### src/rtl/rsa_result_reader.sv
// rsa_result_reader: reads stored RSA results back from BRAM in address order and
// streams them out through a 4-word queue that absorbs read latency and backpressure.
module rsa_result_reader #(
    parameter int ADDR_bw      = 13,
    parameter int BRAM_DATA_bw = 32,
    parameter int MAX_DATA_NUM = 128,
    parameter int RD_LATENCY   = 2
) (
    input  logic                    CLK,
    input  logic                    RSTn,
    input  logic                    wr_tick,
    input  logic                    rd_enable,
    input  logic                    clr,
    output logic [ADDR_bw-1:0]      BRAM_rd_addr,
    output logic                    BRAM_rd_en,
    input  logic [BRAM_DATA_bw-1:0] BRAM_rd_dout,
    output logic [BRAM_DATA_bw-1:0] out_data,
    output logic                    out_valid,
    input  logic                    out_ready,
    output logic                    out_last,
    output logic [ADDR_bw:0]        avail_cnt,
    output logic                    overflow
);

    // state | meaning
    // IDLE  | reader off, nothing outstanding
    // RUN   | rd_enable high, reads issued while results and queue space exist
    // DRAIN | rd_enable low, in-flight words still captured and delivered
    typedef enum logic [1:0] {IDLE, RUN, DRAIN} state_t;

    localparam int                 QDEPTH    = 4;
    localparam logic [ADDR_bw:0]   AVAIL_MAX = (ADDR_bw+1)'(MAX_DATA_NUM);
    localparam logic [ADDR_bw-1:0] ADDR_LAST = ADDR_bw'(MAX_DATA_NUM - 1);

    state_t                  state;
    logic [ADDR_bw-1:0]      rd_ptr;
    logic [RD_LATENCY-1:0]   fl_vld;
    logic [RD_LATENCY-1:0]   fl_last;
    logic [BRAM_DATA_bw-1:0] q_data [QDEPTH];
    logic [QDEPTH-1:0]       q_last;
    logic [2:0]              q_cnt;

    logic                    push;
    logic                    pop;
    logic                    ovf_evt;
    logic                    issue_nxt;
    logic [RD_LATENCY-1:0]   fl_vld_nxt;
    logic [RD_LATENCY-1:0]   fl_last_nxt;
    logic [2:0]              fl_cnt_nxt;
    logic [2:0]              q_cnt_nxt;
    logic [1:0]              wr_idx;
    logic [ADDR_bw:0]        avail_nxt;

    assign out_valid = (q_cnt != 3'd0);
    assign out_data  = q_data[0];
    assign out_last  = q_last[0];
    assign push      = fl_vld[RD_LATENCY-1];
    assign pop       = out_valid && out_ready;

    // Issue is decided one cycle ahead from next-cycle occupancy so BRAM_rd_en can be registered.
    always_comb begin
        fl_vld_nxt     = '0;
        fl_last_nxt    = '0;
        fl_vld_nxt[0]  = BRAM_rd_en;
        fl_last_nxt[0] = BRAM_rd_en && (BRAM_rd_addr == ADDR_LAST);
        for (int i = 1; i < RD_LATENCY; i++) begin
            fl_vld_nxt[i]  = fl_vld[i-1];
            fl_last_nxt[i] = fl_last[i-1];
        end
        fl_cnt_nxt = '0;
        for (int i = 0; i < RD_LATENCY; i++) begin
            fl_cnt_nxt = fl_cnt_nxt + 3'(fl_vld_nxt[i]);
        end

        q_cnt_nxt = q_cnt + 3'(push) - 3'(pop);
        wr_idx    = 2'(q_cnt - 3'(pop));

        ovf_evt   = 1'b0;
        avail_nxt = avail_cnt;
        if (wr_tick && !BRAM_rd_en) begin
            if (avail_cnt == AVAIL_MAX) ovf_evt = 1'b1;
            else avail_nxt = avail_cnt + (ADDR_bw+1)'(1);
        end else if (!wr_tick && BRAM_rd_en) begin
            avail_nxt = avail_cnt - (ADDR_bw+1)'(1);
        end

        issue_nxt = rd_enable && (avail_nxt != '0) && ((q_cnt_nxt + fl_cnt_nxt) < 3'(QDEPTH));
    end

    always_ff @(posedge CLK) begin
        if (!RSTn || clr) begin
            state        <= IDLE;
            rd_ptr       <= '0;
            BRAM_rd_addr <= '0;
            BRAM_rd_en   <= 1'b0;
            fl_vld       <= '0;
            fl_last      <= '0;
            q_cnt        <= '0;
            q_last       <= '0;
            for (int i = 0; i < QDEPTH; i++) q_data[i] <= '0;
            avail_cnt    <= '0;
            overflow     <= 1'b0;
        end else begin
            case (state)
                IDLE:    if (rd_enable) state <= RUN;
                RUN:     if (!rd_enable) state <= DRAIN;
                DRAIN: begin
                    if (rd_enable) state <= RUN;
                    else if (fl_vld == '0 && !BRAM_rd_en && q_cnt == 3'd0) state <= IDLE;
                end
                default: state <= IDLE;
            endcase

            BRAM_rd_en <= issue_nxt;
            if (issue_nxt) begin
                BRAM_rd_addr <= rd_ptr;
                rd_ptr       <= (rd_ptr == ADDR_LAST) ? '0 : rd_ptr + ADDR_bw'(1);
            end

            avail_cnt <= avail_nxt;
            if (ovf_evt) overflow <= 1'b1;

            fl_vld  <= fl_vld_nxt;
            fl_last <= fl_last_nxt;
            q_cnt   <= q_cnt_nxt;

            if (pop) begin
                for (int i = 0; i < QDEPTH-1; i++) begin
                    q_data[i] <= q_data[i+1];
                    q_last[i] <= q_last[i+1];
                end
                q_data[QDEPTH-1] <= '0;
                q_last[QDEPTH-1] <= 1'b0;
            end
            if (push) begin
                q_data[wr_idx] <= BRAM_rd_dout;
                q_last[wr_idx] <= fl_last[RD_LATENCY-1];
            end
        end
    end

endmodule

### config.mk
export PLATFORM = sky130hd
export DESIGN_NAME = rsa_result_reader
export DESIGN_NICKNAME = d
export VERILOG_FILES = /design/src/rtl/rsa_result_reader.sv
export SDC_FILE = /design/constraint.sdc
export NUM_CORES = 1
export LEC_CHECK = 0
export CAP_MARGIN = 20
export CORE_ASPECT_RATIO = 0.9
export CORE_UTILIZATION = 30
export CTS_CLUSTER_SIZE = 12
export DETAILED_ROUTE_END_ITERATION = 12
export PLACE_DENSITY = 0.57
export SLEW_MARGIN = 25
export SYNTH_ARGS = -nofsm -noshare
export SYNTH_HDL_FRONTEND = slang
export SYNTH_SLANG_ARGS = --single-unit
### constraint.sdc
create_clock -name CLK -period 12.1 [get_ports CLK]
set_clock_uncertainty 0.15 [all_clocks]
set_input_delay 2.42 -clock CLK [delete_from_list [all_inputs] [get_ports CLK]]
set_output_delay 2.42 -clock CLK [all_outputs]
set_load 0.01 [all_outputs]
## Word-level counts from Yosys, hierarchy flattened

Memory sizes are Yosys's and may differ from the RTL's.
Index checks and enable logic that the tools add are counted.

| cells by class | value |
|---|---|
| add/sub/neg operators | 8 |
| order comparisons | 3 |
| equal/unequal tests | 3 |
| multiplexer cells | 24 |
| bitwise logic cells | 4 |
| reductions and logical operators | 13 |

Operators with widths:

| kind | number |
|---|---|
| $mux W32 | 4 |
| $mux W14 | 3 |
| $eq A13 B7 Y1 const B | 2 |
| $add A14 B1 Y14 const B | 1 |
| $eq A14 B8 Y1 const B | 1 |
| $reduce_bool A14 Y1 | 1 |
| $sub A14 B1 Y14 const B | 1 |
| $add A13 B1 Y13 const B | 1 |
| $mux W13 | 1 |
| $mux W4 | 3 |
| $mux W1 | 11 |
| $logic_and A1 B1 Y1 | 7 |
| $bwmux W4 | 1 |
| $or A1 B1 Y1 | 4 |
| $add A3 B1 Y3 | 1 |
| $add A3 B2 Y3 | 1 |
| $logic_not A1 Y1 | 3 |
| $lt A2 B3 Y1 const B | 1 |
| $lt A3 B3 Y1 const B | 1 |
| $reduce_bool A3 Y1 | 1 |
| $sub A3 B1 Y3 | 1 |
| $add A1 B1 Y2 | 1 |
| $demux W1 S2 | 1 |
| $ge A2 B1 Y1 const B | 1 |
| 2 further kinds | 2 |

| word-level totals | value |
|---|---|
| register bits | 53 |
| bits in writable memories | 128 |
| memories | 1 |

Memories:

| name | words | bits a word | rd ports | clocked after Yosys merged registers in | wr ports | line | source |
|---|---|---|---|---|---|---|---|
| q_data | 4 | 32 | 4 | 0 | 5 | 39 | `logic [BRAM_DATA_bw-1:0] q_data [QDEPTH];` |

## Depth between registers and ports, before layout

Gate-level depths: netlist of run 1.

| logic depth | value |
|---|---|
| depth in word-level cells | 9 |
| mapped depth | 16 |
| depth with buffers taken out | 14 |

## Worst setup path before layout of run 1

OpenSTA, ideal clock, no wires.

| path | value |
|---|---|
| path kind | in2reg |
| start | input port out_ready |
| end | memory q_data[3][0], enable pin |
| library setup time | 0.467 ns |
| data arrival time | 5.754 ns |
| path slack | 5.728 ns |
| stages on the path | 7 |
| cell sequence | and2_1 -> clkbuf_1 -> ha_1 -> inv_1 -> ha_1 -> nand2_1 -> o21ai_0 |

RTL lines:

| item | line | source |
|---|---|---|
| from (decl) | 19 | `input logic out_ready,` |
| to (decl) | 39 |  |

## Worst setup path after layout of run 1

| path | value |
|---|---|
| start | input port out_ready |
| end | register rd_ptr[9] |

| between the ends | value |
|---|---|
| cells in the longest elaborated chain, start to end | 5 |

Ends and longest elaborated chain:

| item | line | source |
|---|---|---|
| $logic_and A1 B1 Y1 | 58 | `assign pop = out_valid && out_ready;` |
| $sub A3 B1 Y3 | 75 | `q_cnt_nxt = q_cnt + 3'(push) - 3'(pop);` |
| $add A3 B2 Y3 | 87 | `issue_nxt = rd_enable && (avail_nxt != '0) && ((q_cnt_nxt + fl_cnt_nxt) < 3'(QDEPTH));` |
| $lt A3 B3 Y1 | 87 |  |
| $logic_and A1 B1 Y1 | 87 |  |
| to (signal assigned) | 117 | `rd_ptr <= (rd_ptr == ADDR_LAST) ? '0 : rd_ptr + ADDR_bw'(1);` |
| to (decl) | 36 | `logic [ADDR_bw-1:0] rd_ptr;` |

No other way between the ends.
A chain may end at the register's enable or synchronous reset.

==> impl_metrics.toml, run 1 <==
[cells_and_area]
layout.cells.non_filler = 1085
stdcell_area_um2 = 9985
num_antenna_cells = 0
layout-drive-gt1-share_pct = 8.277
multiInputGateArea_um2 = 2835
syn2layout_area_growth_pct = 25.43
fillerInstances = 2504
nets = 771
seq_area_um2 = 4905

[sta]
finalCritPeriodShare_pct = 48.09
period_needed_ps = 5819
setup-tns-final_ps = 0
setup_viol = 0
rsz0062_at_grt = "no"
max_freq_ghz = 0.1719
slew_headroom_pct = 41.96
hold_ws_ps = 284.4
drv_slew = 0
worst_pin_slew_ps = 869.6
hold_viol_final = 0

[floorplanning]
initial_core_util_pct = 30.54
chipHeight_um = 156.5
rows = 56
ioPinCount = 101
core_um2 = 26070
die_area_um2 = 27190
die_x_um = 173.7

[logic_synthesis]
syn_area_um2 = 7960
ys_seq_area_share_pct = 61.62
yosysTopAreaCell = "edfxtp_1"
yosys_warnings = 0
synth_seq_cells = 181
postSynthCellCount = 634
avgSynthCellArea_um2 = 12.56
async_flop_share_pct = 0
ys_top_cells_by_area = "edfxtp_1 48%, dfxtp_1 13%, a22o_1 11%, and2_1 3.9%, nor2_1 2.6%"
synth_cell_types = 63
synth_nets = 681
synthFlopType = "edfxtp_1"
ys_top_cells_by_count = "128 x edfxtp_1, 96 x a22o_1, 55 x nor2_1, 53 x dfxtp_1, 49 x and2_1"
synth-edff-count = 128
synth_top_cell_area_share_pct = 48.29
yosysMostFrequentCell = "edfxtp_1"

[placed_design]
dp_hpwl_um = 11140
gp_congestion = 0.8498
dp.cells = 1053
placed_cell_area_um2 = 9369
place.port_buffers = 100

[critical_path]
crit_fanout = 8
crit_arrival_ps = 5990
ff2ff_setup_slack_ps = 7970
crit_type = "input port to flip-flop"
start_kind = "input port"
worst_ep_required_time_ps = 12270
setup.worst_path.end_class = "flip-flop"

[grt]
grt_overflow = 0
antenna_found_initial = 0
global_route.usage.total_pct = 13.11
grt_pass1_wl_um = 27970
grt_pass1_vias = 5040
grt_max_degree = 44

[routing]
routed-via-count = 5272
wl_per_cell_um = 15.86
routed_wl_um = 17210
antenna_left = 0
routed_via_density = 4.859
dr.pass1.iters = 4
drc = 0
drt_iter0_drc = 320

[cts]
cts-resized-gates = 0
cts_tree = "yes"
clockRootBuffer = "clkbuf_16"
clock_path_buffers = 2
cts_max_level = 4
cts_setup_buffers = 0
path_clk_slew_ps = 70
insertion_delay_ps = 430
cts.sinks = 181
cts_buffers = 17
cts_hold_buf = 0

[job]
drv_cap = 0

[worst_hold_path]
hold_path_class = "flip-flop to flip-flop"

[power_and_ir_drop]
power_density_nw_per_um2 = 134.1
p_leak_nw = 3.721
ir_drop_mv = 0.07744

[outcome]
status = "finished, final reports clean"
-- flip-flops by register name, indices dropped and copies added (netlist names) --
| signal | count |
|---|---|
| q_data | 128 |
| avail_cnt | 14 |
| BRAM_rd_addr | 13 |
| rd_ptr | 13 |
| q_last | 4 |
| q_cnt | 3 |
| fl_last | 2 |
| fl_vld | 2 |
| BRAM_rd_en | 1 |
| overflow | 1 |
-- path summary, 6_finish.rpt --
check                           cells past startpoint         end        from
worst max-delay path                               14   rd_ptr[9]   out_ready
worst min-delay path                                1  fl_last[1]  fl_last[0]
worst max register to register                     14   rd_ptr[9]    q_cnt[1]
worst min register to register                      1  fl_last[1]  fl_last[0]
-- cells by family (layout without fill, tap and decap cells) --
family,count (synthesis),count (layout),synth area share (%)
buf+inv,61,164,3.096
flops,181,181,61.62
simple gates,196,196,13.39
mux,19,19,2.389
fa+ha+maj,9,9,1.509
xor+xnor,18,18,1.980
compound gates,150,150,16.02
-- critical path, stage by stage --
cell             delay (ps)
clkdlybuf4s50_1         480
and2_1                  300
ha_1                    370
inv_1                   110
ha_1                    140
inv_1                    50
fa_1                    380
xor2_1                  160
xnor2_1                 230
xor2_1                  170
nand2_1                 140
a2111oi_0               730
xor2_1                  120
and2_1                  180
-- per-stage QoR --
stage	total power, mW	util [%]	worst slack [ps]
floorplan	0.7475	-	5728
global placement	0.7884	35.84	5954
detailed placement	0.7905	35.94	5798
CTS	1.356	38.31	6238
global route	1.389	38.31	6049
finish	1.339	38.31	6281
-- layout make-up --
type | instances | area share (%)
clock buffer | 17 | 4.261
inverter | 18 | 0.6767
tap | 348 | 4.361
sequential | 181 | 49.12
timing repair buffer | 114 | 11.28
clock inverter | 15 | 1.905
multi-input combinational | 392 | 28.40
-- layer usage --
layer	GRT usage, %	up-vias	part of all wire (%)
met1	17.68	2541	48
met5	0	-	0
met4	4.470	0	1.3
met2	21.04	127	46
li1	-	2587	-
met3	2.624	17	4.3
-- layout by cell type (no fill, tap or decap), types with 2 or more instances in the layout --
| cell | netlist | final |
|---|---|---|
| a2111oi_0 | 3 | 3 |
| a211oi_1 | 6 | 6 |
| a21oi_1 | 10 | 10 |
| a22o_1 | 96 | 96 |
| a31oi_1 | 6 | 6 |
| a32o_1 | 2 | 2 |
| a32oi_1 | 2 | 2 |
| a41o_1 | 2 | 2 |
| and2_1 | 49 | 49 |
| and3_1 | 12 | 12 |
| buf_4 | 2 | 13 |
| clkbuf_16 | 0 | 17 |
| clkdlybuf4s50_1 | 0 | 100 |
| clkinv_8 | 0 | 4 |
| dfxtp_1 | 53 | 53 |
| edfxtp_1 | 128 | 128 |
| ha_1 | 8 | 8 |
| inv_1 | 18 | 18 |
| inv_12 | 0 | 3 |
| inv_6 | 0 | 3 |
| inv_8 | 0 | 3 |
| mux2i_1 | 19 | 19 |
| nand2_1 | 19 | 19 |
| nand2b_1 | 4 | 3 |
| nand3_1 | 12 | 12 |
| nand4_1 | 6 | 6 |
| nor2_1 | 55 | 52 |
| nor2_2 | 0 | 3 |
| nor2b_1 | 3 | 3 |
| nor3_1 | 12 | 11 |
| nor4_1 | 5 | 5 |
| o211a_1 | 2 | 2 |
| o21a_1 | 2 | 2 |
| o21ai_0 | 4 | 3 |
| or3_1 | 5 | 5 |
| or4_1 | 2 | 2 |
| xnor2_1 | 11 | 11 |
| xor2_1 | 7 | 7 |
-- where the power goes --
part           leakage, nW  switching (mW)  internal (mW)
sequential            1.85         0.00828          0.681
combinational         1.57          0.0472         0.0385
clock                0.295           0.278          0.285
Note: power is estimated with default switching activity, not from simulation.
==> run 2: changes to the inputs <==
clock period = 6 ns   (was 12.1 ns; I/O delays follow)
==> impl_metrics.toml, run 2 (synthesized netlist as in run 1, its figures left out) <==
[cts]
insertion_delay_ps = 430
path_clk_slew_ps = 80
clock_path_buffers = 2
clockRootBuffer = "clkbuf_16"
cts_max_level = 4
cts_tree = "yes"
cts.sinks = 181
cts_buffers = 17
cts_hold_buf = 0
cts_setup_buffers = 0
cts-resized-gates = 0

[floorplanning]
chipHeight_um = 156.5
die_area_um2 = 27190
rows = 56
core_um2 = 26070
die_x_um = 173.7
initial_core_util_pct = 30.54
ioPinCount = 101

[sta]
hold_viol_final = 0
rsz0062_at_grt = "no"
drv_slew = 0
setup-tns-final_ps = 0
period_needed_ps = 4460
worst_pin_slew_ps = 754.0
finalCritPeriodShare_pct = 74.34
max_freq_ghz = 0.2242
setup_viol = 0
slew_headroom_pct = 49.27

[routing]
routed_via_density = 4.960
drc = 0
drt_iter0_drc = 327
wl_per_cell_um = 16.60
antenna_left = 0
routed-via-count = 5387
dr.pass1.iters = 5
routed_wl_um = 18030

[power_and_ir_drop]
power_density_nw_per_um2 = 273.6
ir_drop_mv = 0.1444
power_mw = 2.736
p_leak_nw = 3.734

[placed_design]
dp_hpwl_um = 11380
placed_cell_area_um2 = 9376
place.port_buffers = 100
gp_congestion = 0.8500

[worst_hold_path]
hold_path_class = "flip-flop to flip-flop"

[cells_and_area]
stdcell_area_um2 = 10000
postLayoutCoreUtil_pct = 38.37
fillerInstances = 2531
layout_commonest_cell = "edfxtp_1"
reg_top3 = "q_data x128, avail_cnt x14"
syn2layout_area_growth_pct = 25.64
nets = 772
regMostFlops = "q_data"
mostFrequentLayoutCells = "128 x edfxtp_1, 100 x clkdlybuf4s50_1, 96 x a22o_1"
num_antenna_cells = 0
layout-drive-gt1-share_pct = 8.401
largest_reg_flops = 128

[critical_path]
crit_type = "input port to flip-flop"
crit_fanout = 32
worst_ep_required_time_ps = 6180
start_kind = "input port"
setup.worst_path.end_class = "flip-flop"
crit_arrival_ps = 4640

[grt]
grt_pass1_vias = 5056
grt_max_degree = 43
grt_pass1_wl_um = 28520
antenna_found_initial = 0
global_route.usage.total_pct = 13.58
grt_overflow = 0

[job]
drv_cap = 0

[outcome]
status = "finished, final reports clean"
==> run 2: cell types whose count changed in the layout (fill, tap and decap cells not counted), sizes merged <==
cell      previous run  this run
inv                 27        29
clkinv               5         4
buf                 14        15
clkinvlp             1         0
==> run 2: where the power goes <==
group / leakage [nW] / internal (mW) / switching [mW] / total, mW
registers: 1.85 / 1.37 / 0.0168 / 1.39
logic: 1.58 / 0.0782 / 0.0980 / 0.176
clock network: 0.303 / 0.581 / 0.588 / 1.17
total: 3.73 / 2.03 / 0.703 / 2.74
==> run 2: area by class of cell <==
type	count	area [µm²]	area share, %
Clock buffer	17	425.4	4.254
Clock inverter	15	198.9	1.989
Timing Repair Buffer	115	1134	11.33
Tap cell	348	435.4	4.354
Inverter	18	67.56	0.6756
Multi-Input combinational cell	392	2835	28.35
Sequential cell	181	4905	49.04
==> run 2: worst paths after layout <==
check             depth (start not counted)  startpoint         end  slack, ps
setup reg to reg                         15    q_cnt[1]   rd_ptr[6]       2000
setup / recovery                         15   out_ready   rd_ptr[6]       1540
hold reg to reg                           1  fl_last[0]  fl_last[1]        280
hold / removal                            1  fl_last[0]  fl_last[1]        280
==> run 2: critical path, stage by stage <==
cell and delay (ps):
clkdlybuf4s50_1 470, and2_1 300, ha_1 370, inv_1 110, ha_1 140, inv_1 50
fa_1 370, xor2_1 160, xnor2_1 240, xor2_1 180, nand2_1 150, a21oi_2 120
buf_4 380, a31oi_1 140, a41o_1 220
==> run 2: metal layers <==
layer | wire (µm) | GRT usage (%) | vias to the layer above
li1 | - | - | 2596
met1 | 8644 | 18.37 | 2646
met2 | 8388 | 21.48 | 132
met3 | 809 | 3.037 | 13
met4 | 187 | 4.553 | 0
met5 | 0 | 0 | -
==> run 2: stage by stage <==
step / setup slack [ps] / cells / hold slack, ps
floorplan: 848.4 / 634 / 255.7
global placement: 1169 / 1053 / 275.8
detailed placement: 1096 / 1054 / 271.6
CTS: 1509 / 1086 / 289.5
global route: 1222 / 1086 / 304.9
finish: 1540 / 1086 / 281.8
